[config.mk]
export PLATFORM = sky130hd
export DESIGN_NAME = glip_bb_host_bridge
export DESIGN_NICKNAME = d
export VERILOG_FILES = /design/src/rtl/glip_bb_host_bridge.sv
export SDC_FILE = /design/constraint.sdc
export NUM_CORES = 1
export LEC_CHECK = 0
export ABC_AREA = 1
export BUFFER_PORTS_ARGS = -buffer_cell sky130_fd_sc_hd__buf_2
export CORE_MARGIN = 5
export CORE_UTILIZATION = 50
export CTS_BUF_LIST = sky130_fd_sc_hd__clkbuf_16
export DETAILED_ROUTE_END_ITERATION = 16
export PLACE_DENSITY_LB_ADDON = 0.2
export SYNTH_ARGS = -nofsm -noshare
export SYNTH_HDL_FRONTEND = slang
export SYNTH_SLANG_ARGS = --single-unit
export TNS_END_PERCENT = 50
[constraint.sdc]
create_clock -name clk -period 1.7 [get_ports clk]
set_clock_uncertainty 0.2 [all_clocks]
set_input_delay 0.085 -clock clk [delete_from_list [all_inputs] [get_ports clk]]
set_output_delay 0.085 -clock clk [all_outputs]
set_load 0.1 [all_outputs]
[src/rtl/glip_bb_host_bridge.sv]
// rtl/glip_bb_host_bridge.sv - GLIP command stream to Blackbone single-word initiator.
// Frames: header {we, ignored, len}, addr hi, addr lo, then len data words on writes.
module glip_bb_host_bridge #(
  parameter int ADDR_WIDTH   = 16,
  parameter int ADDR_INC     = 2,
  parameter int READ_LATENCY = 1
) (
  input  logic                  clk,
  input  logic                  rst,
  input  logic [15:0]           glip_in_data,
  input  logic                  glip_in_valid,
  output logic                  glip_in_ready,
  output logic [15:0]           glip_out_data,
  output logic                  glip_out_valid,
  input  logic                  glip_out_ready,
  output logic [ADDR_WIDTH-1:0] bb_addr_o,
  output logic [15:0]           bb_dout_o,
  output logic                  bb_en_o,
  output logic [1:0]            bb_we_o,
  input  logic [15:0]           bb_din_i,
  output logic                  busy_o
);

  typedef enum logic [3:0] {
    IDLE, ADDR_HI, ADDR_LO, WR_DATA, WR_ISSUE, WR_ACK, RD_ISSUE, RD_WAIT, RD_SEND
  } state_t;

  localparam logic [ADDR_WIDTH-1:0] ADDR_STEP = ADDR_WIDTH'(ADDR_INC);
  localparam logic [2:0]            WAIT_LAST = 3'(READ_LATENCY - 1);

  state_t                  state, state_d;
  logic                    hdr_write, hdr_write_d;
  logic [7:0]              hdr_len, hdr_len_d;
  logic [15:0]             addr_hi, addr_hi_d;
  logic [ADDR_WIDTH-1:0]   addr, addr_d;
  logic [8:0]              remaining, remaining_d;
  logic [2:0]              wait_cnt, wait_cnt_d;
  logic [15:0]             rdata;
  logic                    sample_rd;
  logic [31:0]             addr_full;
  logic                    unused_addr_bits;

  assign addr_full        = {addr_hi, glip_in_data};
  assign unused_addr_bits = ^addr_full[31:ADDR_WIDTH];

  assign busy_o         = (state != IDLE);
  assign bb_en_o        = (state == WR_ISSUE) || (state == RD_ISSUE);
  assign glip_out_valid = (state == WR_ACK) || (state == RD_SEND);
  assign glip_out_data  = (state == WR_ACK) ? {8'h80, hdr_len} : rdata;
  assign sample_rd      = (state == RD_WAIT) && (wait_cnt == WAIT_LAST);

  always_comb begin
    state_d       = state;
    hdr_write_d   = hdr_write;
    hdr_len_d     = hdr_len;
    addr_hi_d     = addr_hi;
    addr_d        = addr;
    remaining_d   = remaining;
    wait_cnt_d    = wait_cnt;
    glip_in_ready = 1'b0;
    case (state)
      IDLE: begin
        glip_in_ready = 1'b1;
        if (glip_in_valid) begin
          hdr_write_d = glip_in_data[15];
          hdr_len_d   = glip_in_data[7:0];
          state_d     = ADDR_HI;
        end
      end
      ADDR_HI: begin
        glip_in_ready = 1'b1;
        if (glip_in_valid) begin
          addr_hi_d = glip_in_data;
          state_d   = ADDR_LO;
        end
      end
      ADDR_LO: begin
        glip_in_ready = 1'b1;
        if (glip_in_valid) begin
          addr_d      = addr_full[ADDR_WIDTH-1:0];
          // A zero length field encodes a 256-word burst.
          remaining_d = (hdr_len == 8'd0) ? 9'd256 : {1'b0, hdr_len};
          state_d     = hdr_write ? WR_DATA : RD_ISSUE;
        end
      end
      WR_DATA: begin
        glip_in_ready = 1'b1;
        if (glip_in_valid) state_d = WR_ISSUE;
      end
      WR_ISSUE: begin
        addr_d      = addr + ADDR_STEP;
        remaining_d = remaining - 9'd1;
        state_d     = (remaining == 9'd1) ? WR_ACK : WR_DATA;
      end
      WR_ACK: begin
        if (glip_out_ready) state_d = IDLE;
      end
      RD_ISSUE: begin
        wait_cnt_d = 3'd0;
        state_d    = RD_WAIT;
      end
      RD_WAIT: begin
        if (sample_rd) state_d = RD_SEND;
        else           wait_cnt_d = wait_cnt + 3'd1;
      end
      RD_SEND: begin
        // The next bus read waits for the host to take this word.
        if (glip_out_ready) begin
          addr_d      = addr + ADDR_STEP;
          remaining_d = remaining - 9'd1;
          state_d     = (remaining == 9'd1) ? IDLE : RD_ISSUE;
        end
      end
      default: state_d = IDLE;
    endcase
  end

  always_ff @(posedge clk or negedge rst) begin
    if (!rst) begin
      state     <= IDLE;
      hdr_write <= 1'b0;
      hdr_len   <= 8'd0;
      addr_hi   <= 16'd0;
      addr      <= '0;
      remaining <= 9'd0;
      wait_cnt  <= 3'd0;
      rdata     <= 16'd0;
      bb_addr_o <= '0;
      bb_dout_o <= 16'd0;
      bb_we_o   <= 2'b00;
    end else begin
      state     <= state_d;
      hdr_write <= hdr_write_d;
      hdr_len   <= hdr_len_d;
      addr_hi   <= addr_hi_d;
      addr      <= addr_d;
      remaining <= remaining_d;
      wait_cnt  <= wait_cnt_d;
      if (sample_rd) rdata <= bb_din_i;
      if (state == WR_DATA && glip_in_valid) bb_dout_o <= glip_in_data;
      // Bus address/enables only move when an access starts, so they hold between strobes.
      if ((state_d == WR_ISSUE || state_d == RD_ISSUE) && state_d != state) begin
        bb_addr_o <= addr_d;
        bb_we_o   <= (state_d == WR_ISSUE) ? 2'b11 : 2'b00;
      end
    end
  end

endmodule

==> results.md <==
- Tcrit/Tclk final: 1.15
- Worst-skew pair later-pin latency: 0.34 ns
- CP max-delay cell: dfrtp_2
- Buf/Inv on CP: 2
- H-Tree Depth: 3
- First-pass GRT wire length: 25500 um
- Largest net degree at the start of global routing: 41
- Seq. cell area: 2260 um^2
- Worst r2r src: state[3]
- # setup viols final: 97
- First-pass iteration count of the detailed router: 5
- CP Depth: 10
- Mapped Avg Cell Area: 7.71 um^2
- Minimum hold slack: 0.00395 ns
- Chip height: 107 um
- Initial Util: 0.514
- Post-Syn Nets: 657
- Layout Cells excl Fill: 969
- Gr ovfl total: 0
- Pre-CTS WS: -0.284 ns
- Row Count: 35
- # fillers: 517
- Kind of critical path: reg -> reg
- Worst-path cell chain: inv_1 -> nand2_1 -> nor2_2 -> nand3_2 -> nand2_2 -> nor2_4 -> nor2_4 -> buf_6 -> nand2_2 -> nand2_1
- CTS tree: yes
- Area of the multi-input gates: 2700 um^2
- Most area-consuming cells after synthesis: dfrtp_1, nand2_1, nor2_1, inv_1, o21ai_0
- Max_cap viols: 0
- Dpl cells: 895
- Final Hold Viols: 0
- I/O pin count: 90
- Failing checks: negative setup slack
- Hold WC Path Type: in -> async
- Post-DP HPWL: 10500 um
- Port Buf Inserts: 89
- Critical path launch point type: register
- Die area: 11600 um^2
- # DRC: 0
- Routed wire length per instance: 17.1 um
- Worst Tran Pin Value: 0.509 ns
- WP data arrival: 2.04 ns
- Worst-path maximum fanout: 6
- Max_slew headroom: 0.663
- Main synth FF type: dfrtp_1
- Antenna Nets Post-Route: 0
- Count leader, synth: nand2_1
- Top cells by count, synth: nand2_1, dfrtp_1, nor2_1
- Final nets: 876
- Number of global-route vias before repair: 5175
- Total track usage: 0.282
- Final wirelength: 16600 um
- Clk sinks: 90
- Yosys top cell by area: dfrtp_1
- Ant. Diodes: 0
- Vias: 5130
- Post-Syn Instances: 616
- Worst r2r dst: bb_addr_o[13]
- Achievable frequency: 511 MHz
- Post-synth top area share: 0.474
- Via density: 5.29
- Root buf cell: clkbuf_16
- Layout cells sized above 1: 0.418
- Count of different cell masters after synthesis: 35
- Final setup margin: -0.256 ns
- Status: finished, violations left
- Register area share after synthesis: 0.474
- GPL Wtd Cong: 0.937
- Mapped cell area: 4750 um^2
- Layout area overhead: 62.0%
- CP max stage delay: 0.44 ns
- Req. time, crit path: 1.79 ns
- Die width: 107 um
- CP delay by family, top: simple AND/OR/NAND/NOR gates
- Deepest clock path buffer count: 2
- RSZ-0062 raised after global routing: true
- Depth of the worst register-to-register path: 10
- Crit. End Element: register
- Initial antenna violation count: 0
- Post-synth ARST share: 1.00
- Worst-path clk slew: 0.07 ns
- Final Max Tran Viols: 0
- Core area: 9240 um^2
- Post-synth EDFFs: 0
- Yosys reg bits: 90
- Post-layout min period: 1.96 ns
- Ys Warns: 0
- Num CTS Buffers: 9
- DRT iter0 DRCs: 363
- Reg2Reg Setup Slack: -0.26 ns
-- cells in the final DEF, fill, tap and decap left out, types with 2 or more instances in the layout --
master,netlist,layout
buf_6,4,24
nor2_2,5,4
o21ai_1,9,34
inv_4,0,3
inv_2,2,7
nor2_1,66,50
buf_4,2,68
dfrtp_1,90,86
nand3b_1,2,2
ha_1,5,3
dlygate4sd3_1,0,34
clkbuf_16,0,9
nand4_1,4,4
clkinv_4,1,2
buf_12,0,28
nor2_4,8,25
o21ai_2,0,2
xor2_1,3,3
mux2_4,0,9
nand3_2,2,10
a21oi_1,17,17
nand2_2,5,51
inv_1,58,51
nor3_1,3,2
nor4_1,2,2
o21ai_4,0,3
buf_2,3,68
nand2_1,217,159
nand3_1,31,21
or2_2,3,2
dfrtp_2,0,4
nand2_8,1,3
clkinvlp_4,0,2
nand2_4,3,14
o21ai_0,43,13
o211ai_1,4,4
nand3_4,0,2
-- worst max path at each step --
stage | from | to | slack [ns]
after floorplan | state[3] | bb_we_o[0] | -0.49
after global placement | state[2] | bb_addr_o[12] | -0.25
after detailed placement | state[2] | bb_addr_o[10] | -0.28
after CTS | state[3] | glip_out_data[2] | -0.20
after global routing | state[3] | bb_addr_o[8] | -0.34
final | state[3] | bb_addr_o[13] | -0.26
-- state kept, by name, summed over array words and instances (netlist names) --
name and cells:
remaining 9, bb_we_o 1, addr 16, hdr_len 8
rdata 16, bb_dout_o 16, state 4, wait_cnt 3
hdr_write 1, bb_addr_o 16
-- through the flow --
step           instance area, um^2  setup TNS, ns  utilization
6_report                      7700         -15.63        0.833
3_3_place_gp                  6300          -5.49        0.682
2_1_floorplan                 4850         -28.23            -
5_1_grt                       7700         -20.88        0.833
3_5_place_dp                  6300          -6.89        0.682
4_1_cts                       7510         -11.59        0.813
-- layout make-up --
cell class | instances | area share
Tap cell | 129 | 0.0210
Inverter | 61 | 0.0314
Sequential cell | 90 | 0.293
Timing Repair Buffer | 223 | 0.265
Multi-Input combinational cell | 450 | 0.351
Clock buffer | 9 | 0.0293
Clock inverter | 7 | 0.0101
-- cell families (layout without fill, tap and decap cells) --
kind of cell,count (synthesis),in the layout,share of synthesized area
buf+inv,77,300,0.0706
flops,90,90,0.474
simple gates,353,354,0.326
mux,9,9,0.0213
fa+ha+maj,5,5,0.0132
xor+xnor,4,4,0.00737
compound gates,78,78,0.0872
-- metal layers --
metal | global-route usage | share of wire | vias up
met1 | 0.333 | 0.38 | 2447
met3 | 0.0600 | 0.056 | 70
li1 | - | - | 2390
met4 | 0.101 | 0.044 | 0
met2 | 0.504 | 0.52 | 223
met5 | 0 | 0 | -
-- repair_timing --
item	4_1_cts	5_1_grt
gates cloned	1	1
endpoints found under the setup margin	79	107
pin swaps	36	34
endpoints found under the hold margin	143	0
hold buffers	34	0
setup buffers	21	4
gates resized for setup	121	70
Power is left out: the tool's default activity adds up to more than one toggle a clock period on the data nets, which glitch-free logic cannot reach.
